### config.mk
export PLATFORM = sky130hd
export DESIGN_NAME = keypad_entry
export DESIGN_NICKNAME = d
export VERILOG_FILES = /design/src/rtl/keypad_entry.sv
export SDC_FILE = /design/constraint.sdc
export NUM_CORES = 1
export LEC_CHECK = 0
export ABC_AREA = 1
export ABC_CLOCK_PERIOD_IN_PS = 4150
export CAP_MARGIN = 20
export CORE_MARGIN = 2
export CORE_UTILIZATION = 33
export DETAILED_ROUTE_END_ITERATION = 16
export GPL_ROUTABILITY_DRIVEN = 1
export PLACE_DENSITY = 0.59
export SLEW_MARGIN = 40
export SYNTH_ARGS = -nofsm -noshare
export SYNTH_HDL_FRONTEND = slang
export SYNTH_SLANG_ARGS = --single-unit
### constraint.sdc
create_clock -name clk -period 4.15 [get_ports clk]
set_clock_uncertainty 0.15 [all_clocks]
set_input_delay 0.415 -clock clk [delete_from_list [all_inputs] [get_ports clk]]
set_output_delay 0.415 -clock clk [all_outputs]
set_load 0.01 [all_outputs]
### src/rtl/keypad_entry.sv
// Scans a 4x4 keypad, debounces presses and accumulates decimal digits into a 16-bit value.
// key_strobe/load assert the cycle after the sample closing the last matching frame; no backpressure.
module keypad_entry #(
    parameter int SCAN_DIV     = 1000,
    parameter int STABLE_SCANS = 4
) (
    input  logic        clk,
    input  logic        rst,
    input  logic [3:0]  row,
    output logic [3:0]  col,
    output logic [15:0] data,
    output logic        load,
    output logic        key_strobe,
    output logic [3:0]  key_code,
    output logic [2:0]  digit_count,
    output logic        overflow
);
    localparam int DIV_W = (SCAN_DIV > 1) ? $clog2(SCAN_DIV) : 1;
    localparam logic [DIV_W-1:0] DIV_LAST = DIV_W'(SCAN_DIV - 1);
    localparam int CNT_W = $clog2(STABLE_SCANS + 1);
    localparam logic [CNT_W-1:0] CNT_DONE = CNT_W'(STABLE_SCANS);

    typedef enum logic [1:0] {S_IDLE, S_DEBOUNCE, S_ACCEPT, S_RELEASE} state_t;

    logic [3:0]       r_sync1, r_sync2;
    logic [DIV_W-1:0] r_div;
    logic [1:0]       r_col_idx;
    logic [1:0]       r_acc_n;
    logic [3:0]       r_acc_code;
    state_t           r_state, w_state_nxt;
    logic [CNT_W-1:0] r_cnt, w_cnt_nxt;
    logic [3:0]       r_cand, w_cand_nxt;
    logic [3:0]       r_key_code;
    logic [15:0]      r_data;
    logic [2:0]       r_dig_cnt;
    logic             r_ovf;

    logic             w_sample, w_frame_end, w_key, w_none, w_accept, w_load;
    logic [3:0]       w_row_low;
    logic [1:0]       w_col_n, w_col_row, w_tot_n;
    logic [2:0]       w_sum;
    logic [3:0]       w_tot_code;
    logic             w_is_digit;
    logic [3:0]       w_digit;
    logic [19:0]      w_next;

    always_ff @(posedge clk or posedge rst) begin
        if (rst) begin
            r_sync1 <= 4'hF;
            r_sync2 <= 4'hF;
        end else begin
            r_sync1 <= row;
            r_sync2 <= r_sync1;
        end
    end

    assign w_sample    = (r_div == DIV_LAST);
    assign w_frame_end = w_sample && (r_col_idx == 2'd3);
    assign col         = ~(4'b0001 << r_col_idx);

    always_ff @(posedge clk or posedge rst) begin
        if (rst) begin
            r_div     <= '0;
            r_col_idx <= 2'd0;
        end else if (w_sample) begin
            r_div     <= '0;
            r_col_idx <= r_col_idx + 2'd1;
        end else begin
            r_div     <= r_div + DIV_W'(1);
        end
    end

    // Low-bit count per column saturates at 2; that is all MULTI detection needs.
    assign w_row_low = ~r_sync2;
    always_comb begin
        w_col_n   = 2'd0;
        w_col_row = 2'd0;
        for (int i = 0; i < 4; i++) begin
            if (w_row_low[i]) begin
                if (w_col_n != 2'd2) w_col_n = w_col_n + 2'd1;
                w_col_row = 2'(i);
            end
        end
    end

    assign w_sum      = {1'b0, r_acc_n} + {1'b0, w_col_n};
    assign w_tot_n    = (w_sum >= 3'd2) ? 2'd2 : w_sum[1:0];
    assign w_tot_code = (r_acc_n == 2'd0) ? {w_col_row, r_col_idx} : r_acc_code;
    assign w_key      = w_frame_end && (w_tot_n == 2'd1);
    assign w_none     = w_frame_end && (w_tot_n == 2'd0);

    always_ff @(posedge clk or posedge rst) begin
        if (rst) begin
            r_acc_n    <= 2'd0;
            r_acc_code <= 4'd0;
        end else if (w_sample) begin
            r_acc_n    <= w_frame_end ? 2'd0 : w_tot_n;
            r_acc_code <= w_tot_code;
        end
    end

    always_ff @(posedge clk or posedge rst) begin
        if (rst) begin
            r_state <= S_IDLE;
            r_cnt   <= '0;
            r_cand  <= 4'd0;
        end else begin
            r_state <= w_state_nxt;
            r_cnt   <= w_cnt_nxt;
            r_cand  <= w_cand_nxt;
        end
    end

    always_comb begin
        w_state_nxt = r_state;
        w_cnt_nxt   = r_cnt;
        w_cand_nxt  = r_cand;
        case (r_state)
            S_IDLE: begin
                if (w_key) begin
                    w_cand_nxt  = w_tot_code;
                    w_cnt_nxt   = CNT_W'(1);
                    w_state_nxt = (CNT_DONE == CNT_W'(1)) ? S_ACCEPT : S_DEBOUNCE;
                end
            end
            S_DEBOUNCE: begin
                if (w_frame_end) begin
                    if (w_key && (w_tot_code == r_cand)) begin
                        w_cnt_nxt = r_cnt + CNT_W'(1);
                        if (r_cnt + CNT_W'(1) == CNT_DONE) w_state_nxt = S_ACCEPT;
                    end else begin
                        w_state_nxt = S_IDLE;
                    end
                end
            end
            S_ACCEPT: begin
                w_state_nxt = S_RELEASE;
                w_cnt_nxt   = '0;
            end
            default: begin
                if (w_none) begin
                    w_cnt_nxt = r_cnt + CNT_W'(1);
                    if (r_cnt + CNT_W'(1) == CNT_DONE) w_state_nxt = S_IDLE;
                end else if (w_frame_end) begin
                    w_cnt_nxt = '0;
                end
            end
        endcase
    end

    always_comb begin
        w_is_digit = 1'b1;
        w_digit    = 4'd0;
        case (r_cand)
            4'd0:  w_digit = 4'd1;
            4'd1:  w_digit = 4'd2;
            4'd2:  w_digit = 4'd3;
            4'd4:  w_digit = 4'd4;
            4'd5:  w_digit = 4'd5;
            4'd6:  w_digit = 4'd6;
            4'd8:  w_digit = 4'd7;
            4'd9:  w_digit = 4'd8;
            4'd10: w_digit = 4'd9;
            4'd13: w_digit = 4'd0;
            default: w_is_digit = 1'b0;
        endcase
    end

    assign w_accept = (r_state == S_ACCEPT);
    assign w_load   = w_accept && (r_cand == 4'd14) && !r_ovf && (r_dig_cnt != 3'd0);
    assign w_next   = ({4'd0, r_data} << 3) + ({4'd0, r_data} << 1) + {16'd0, w_digit};

    always_ff @(posedge clk or posedge rst) begin
        if (rst) begin
            r_key_code <= 4'd0;
            r_data     <= 16'd0;
            r_dig_cnt  <= 3'd0;
            r_ovf      <= 1'b0;
        end else if (w_accept) begin
            r_key_code <= r_cand;
            if (w_is_digit) begin
                if (!r_ovf) begin
                    if (w_next > 20'h0FFFF) begin
                        r_ovf <= 1'b1;
                    end else begin
                        r_data    <= w_next[15:0];
                        r_dig_cnt <= r_dig_cnt + 3'd1;
                    end
                end
            end else if ((r_cand == 4'd12) || (r_cand == 4'd14)) begin
                // Enter clears as well: after a load, or instead of one when the entry is unusable.
                r_data    <= 16'd0;
                r_dig_cnt <= 3'd0;
                r_ovf     <= 1'b0;
            end
        end
    end

    assign data        = r_data;
    assign load        = w_load;
    assign key_strobe  = w_accept;
    assign key_code    = w_accept ? r_cand : r_key_code;
    assign digit_count = r_dig_cnt;
    assign overflow    = r_ovf;

endmodule

==> Word level (Yosys, flattened, before mapping) <==
Cells that the tools add are included.
{ "word_totals": {"regBits": 59, "input_bits": 6, "output_inout_bits": 30, "word_cells": 121} }
{ "classes": {"addsub": 10, "magnitude_cmp": 2, "eq_ne": 27, "n_shift": 1, "mux": 42, "bitwise_logic": 2, "reduce_logical": 24} }
{ "op_table": {"columns": ["op", "count"], "rows": [
  ["2-to-1 mux 16 bit", 4],
  ["one-hot mux 4 bit (9 select lines)", 1],
  ["2-to-1 mux 2 bit", 16],
  ["2-to-1 mux 3 bit", 9],
  ["equality test 4 bit, second input constant", 6],
  ["adder 19 x 17 -> 20 bit", 1],
  ["adder 20 x 4 -> 20 bit", 1],
  ["> comparator 20 x 16 -> 1 bit, second input constant", 1],
  ["inequality test 2 bit, second input constant", 8],
  ["equality test 4 x 3 -> 1 bit, second input constant", 3],
  ["nonzero test 4 bit", 3],
  ["adder 10 x 1 -> 10 bit, second input constant", 1],
  ["equality test 10 bit, second input constant", 1],
  ["2-to-1 mux 10 bit", 1],
  ["OR reduction 10 bit", 1],
  ["one-hot mux 3 bit (3 select lines)", 1],
  ["adder 2 x 1 -> 2 bit, second input constant", 4],
  ["2-to-1 mux 4 bit", 2],
  ["inverter 4 bit", 2],
  ["AND reduction 4 bit", 2],
  ["logical AND 1 bit", 7],
  ["2-to-1 mux 1 bit", 7],
  ["adder 3 x 1 -> 3 bit, second input constant", 2],
  ["zero test 2 bit", 3],
  ["other kinds (18)", 21]
]} }

==> Longest topological paths before layout <==
{ "depth": {"word_depth": 20, "ltp_mapped": 24, "mapped_depth_nobuf": 23} }

==> Least setup slack after synthesis <==
No wires, ideal clock.
{ "synth_timing": {"path_type": "register to register", "startpoint": "reg r_cand[0]", "endpoint": "reg r_data[0], in the netlist data[0]", "setup_time_ns": 0.117, "arrival_ns": 2.898, "path_slack_ns": 0.985, "stages_incl_launch_ff": 22, "n_path_buf": 2, "cell_sequence": "dfrtp_1 > clkbuf_1 > nand2_1 > inv_1 > nor3_1 > fa_1 > fa_1 > nand2_1 > nand2_2 > nand3_2 > nand2_2 > nand2_1 > nand2_1 > nand2_1 > nand2_1 > nor2_1 > nand2_2 > nand2_4 > nand2_4 > buf_2 > nand2_1 > nand2_1"} }
{ "synth_between": {"elab_chain_len": 6, "word_cells_on_any_way": 25, "cone_classes": "add/sub (1); order compare (1); eq/ne (13); mux (5); reduce/logical (5)"} }
{ "synth_lines": {"columns": ["item", "line", "text"], "rows": [
  ["from (decl)", "32", "logic [3:0] r_cand, w_cand_nxt;"],
  ["from (signal assigned)", "110", "r_cand <= w_cand_nxt;"],
  ["equality test 4 bit, or another cell as far along", "154", "case (r_cand)"],
  ["one-hot mux 4 bit (9 select lines)", "154", null],
  ["adder 20 x 4 -> 20 bit", "171", "assign w_next = ({4'd0, r_data} << 3) + ({4'd0, r_data} << 1) + {16'd0, w_digit};"],
  ["> comparator 20 x 16 -> 1 bit / 2-to-1 mux 16 bit (equally long branches)", "183", "if (w_next > 20'h0FFFF) begin"],
  ["inequality test 2 bit (no line) / 2-to-1 mux 16 bit (equally long branches)", null, null],
  ["AND reduction 4 bit (no line) / 2-to-1 mux 16 bit (equally long branches)", null, null],
  ["to (signal assigned)", "186", "r_data <= w_next[15:0];"],
  ["to (decl)", "34", "logic [15:0] r_data;"]
]} }
Parallel ways exist; a longest one is shown, timed or not. The select of a mux whose other input is x is not followed.
A chain may end at the register's enable or synchronous reset.

==> Worst setup path in the final report <==
{ "layout_timing": {"startpoint": "reg r_cand[3]", "endpoint": "reg r_data[4], in the netlist data[4]"} }
The elaborated chain is that of the path after synthesis.

==> metrics.md <==
| Metric | Value |
|---|---|
| Hold Violations, Final | `0` |
| R2R Path Start | `r_cand[3]` |
| Vias | `3811` |
| GRT Util Overall | `0.147` |
| Post-route ant nets | `0` |
| Setup CP Type | `register to register` |
| Clock buffer count from CTS | `9` |
| GPL Wtd Cong | `0.900` |
| Fillers | `between 1000 and 1500` |
| Layout Nets | `682` |
| Hold-fix buffers, CTS | `0` |
| Total negative setup slack | `0 ps` |
| Area of the die | `14000 um^2` |
| First-pass GRT wire length | `16800 um` |
| RSZ-0062 raised after global routing | `false` |
| Flops & latches, synth | `59` |
| CP Capture Type | `register` |
| Drt total wl | `9630 um` |
| Status | `finished, final reports clean` |
| Max transition margin | `0.467` |
| Largest family of logic cells by synthesized area | `simple AND/OR/NAND/NOR gates` |
| Register area share after synthesis | `0.345` |
| TritonCTS clock tree | `done` |
| Mapped cell area | `4300 um^2` |
| Post-Synth XOR/XNOR Area | `0.00611` |
| CTS sink count | `59` |
| DR WL/cell | `between 10 and 15 um` |
| Clk_lat worst skew | `about 330 ps` |
| Start point of the critical path | `r_cand[3]` |
| Worst flop-to-flop path endpoint | `data[4]` |
| First-pass iteration count of the detailed router | `5` |
| # resized after CTS | `0` |
| Worst Hold Class | `register to register` |
| Worst min-delay path startpoint | `r_sync1[2]` |
| Chip width | `118 um` |
| LEAKAGE | `2.69 nW` |
| Final number of max-transition violations | `0` |
| Largest net degree at the start of global routing | `39` |
| Peak supply drop | `205 uV` |
| WP buf/inv | `2` |
| Postcts setup bufs | `0` |
| Tcrit/Tclk final | `0.880` |
| Clock buffer depth | `2` |
| Core Footprint | `12700 um^2` |
| Port Buffer Count | `35` |
| Pre-CTS setup slack | `~520 ps` |
| Total gr overflow | `0` |
| FMAX | `0.274 GHz` |
| Synth Net Count | `645` |
| Synth Area in Compound Gates | `0.0994` |
| Antenna violations before repair | `0` |
| Max-cap violations | `0` |
| Count of cell types in the netlist | `43` |
| Final setup fails | `0` |
| Hold path cells | `0` |
| Starting DRT DRC Count | `261` |
| R2r setup slk | `500 ps` |
| Crit path time final | `3650 ps` |
| Layout cells sized above 1 | `0.0821` |
| Root buffer cell | `clkbuf_16` |
| Crit-path slowest cell | `dfrtp_1` |
| Crit-path most repeated cell | `nand2_1` |
| Worst path cell trace | `inv_1, nor2_1, inv_1, nor3_1, nor2_1, nor2_1, ha_1, ha_1, fa_1, nand2_1, nand2_2, nand3_2, nand2_2, nand2_1, nand2_1, nand2_1, nand2_1, nor2_1, nand2_2, nand2_4, nand2_4, nand2_1, nand2_1` |
| Mean Syn Cell Area | `7.28 um^2` |
| H-tree depth | `3` |
| Area delta synth->final | `19.7%` |
| Worst setup margin | `slightly below 500 ps` |
| DP Wirelength | `roughly 7500 um` |
| # DRC | `0` |
| CTS clk-pin slew, worst paths | `50 ps` |
| Tot Pwr | `1.47 mW` |
| Initial core utilization | `0.340` |
| N_diodes | `0` |
| Synth Area in Adders | `0.145` |
| Synth Instances | `591` |
| Pwr per Cell Area | `286 nW/um^2` |
| IO Count | `36` |
| Mux contribution to synthesized area | `0.00233` |
| Cell family with most CP delay | `simple AND/OR/NAND/NOR gates` |
| WP data arrival | `3720 ps` |
| Number of vias per cell | `4.73` |
| Post-layout util | `0.407` |
| Chip height | `between 100 and 150 um` |
| Post-Synth Simple-Gate Area | `0.312` |
| Rows | `41` |
| CP required | `4210 ps` |
| Via count of the first global-routing pass | `3615` |
| Actual slew at the worst max-slew pin | `around 800 ps` |
| CP max stage delay | `~430 ps` |
| Critical path peak fanout | `20` |
| Synth Warn # | `0` |
| Type of origin of the critical path | `register` |
| WHS Endpoint | `r_sync2[2]` |
| R2R depth | `23` |
==> sequential cells by signal, summed over array words and instances, names as in the netlist <==
register     count
r_div           10
r_acc_n          2
r_sync2          4
r_state          2
digit_count      3
r_acc_code       4
data            16
r_key_code       4
r_cnt            3
r_sync1          4
r_cand           4
overflow         1
r_col_idx        2
==> cell usage after synthesis (all sizes together) <==
cell type  number  share of area
and3            2         0.0029
o41ai           1         0.0020
buf             5          0.011
nand4           4         0.0058
o21a            1         0.0017
xor2            2         0.0041
o211ai          2         0.0035
nor4            2         0.0029
nor3           14          0.016
a31o            2         0.0041
nand2         176           0.16
clkbuf          5         0.0044
nor3b           2         0.0035
a21oi          27          0.036
or2             2         0.0035
a21o            1         0.0017
a2111oi         1         0.0020
o21bai          1         0.0017
dfrtp          51           0.30
fa              3          0.014
and2            1         0.0015
xnor2           1         0.0020
ha             45           0.13
nand3          47          0.059
mux2i           1         0.0023
nor2           58          0.054
dfstp           8          0.049
a31oi           1         0.0015
inv            85          0.074
o21ai          39          0.045
nand3b          1         0.0017
==> area by class of cell <==
| cell class | instances | area (um^2) | area share |
|---|---|---|---|
| Multi-Input combinational cell | 437 | 2430 | 0.472 |
| Sequential cell | 59 | 1490 | 0.289 |
| Timing Repair Buffer | 36 | 358 | 0.0695 |
| Inverter | 85 | 319 | 0.0619 |
| Clock buffer | 11 | 243 | 0.0471 |
| Tap cell | 172 | 215 | 0.0418 |
| Clock inverter | 5 | 100 | 0.0194 |
==> per-layer routing <==
| metal | global-route usage | vias to the layer above | wire [um] |
|---|---|---|---|
| met5 | 0 | - | 0 |
| met4 | 0.0625 | 0 | 195 |
| met3 | 0.0203 | 16 | 285 |
| met2 | 0.244 | 49 | 4610 |
| met1 | 0.190 | 1768 | 4540 |
| li1 | - | 1978 | - |
==> cell usage in the layout, fill, tap and decap left out, types with 2 or more instances in the layout <==
cell type        Yosys  layout
inv_1               80      79
a21oi_1             24      24
and3_1               2       2
nor3_1              14      14
nand3_2              4       4
nor4_1               2       2
a21oi_2              2       2
nor2_1              55      55
inv_2                5       6
nor3b_1              2       2
o211ai_1             2       2
fa_1                 3       3
nor2_2               2       2
clkdlybuf4s50_1      0      35
ha_1                45      45
nand2_1            167     167
nand2_2              7       7
nand3_1             43      43
nand2_4              2       2
bufinv_16            0       3
dfrtp_1             51      51
xor2_1               2       2
dfstp_2              8       8
a31o_2               2       2
clkbuf_16            0       9
clkinv_2             0       2
o21ai_0             39      39
nand4_1              4       4
==> through the flow <==
stage	instances	hold WS, ps	cell area (um^2)
global route	805	208	5150
floorplan	591	195	4300
global placement	789	195	4810
CTS	805	204	5150
finish	805	204	5150
detailed placement	789	197	4810
==> cells by family after synthesis <==
kind of cell,Yosys count
buffers and inverters,95
AO/OA/AOI/OAI,76
flip-flops,59
XOR/XNOR,3
multiplexers,1
AND/OR/NAND/NOR,309
adder cells (fa/ha/maj),48
==> worst max path at each step <==
stage          cells past startpoint             end
6_report                          23         data[4]
4_1_cts                           23  digit_count[2]
2_1_floorplan                     21         data[0]
3_5_place_dp                      23         data[4]
5_1_grt                           23         data[4]
3_3_place_gp                      23  digit_count[0]
==> report_power, final <==
part	internal (mW)	switching, mW	total (mW)
logic	0.0115	0.0234	0.0349
clock network	0.600	0.252	0.852
registers	0.583	0.00268	0.586
(Power assumes the default switching activity.)
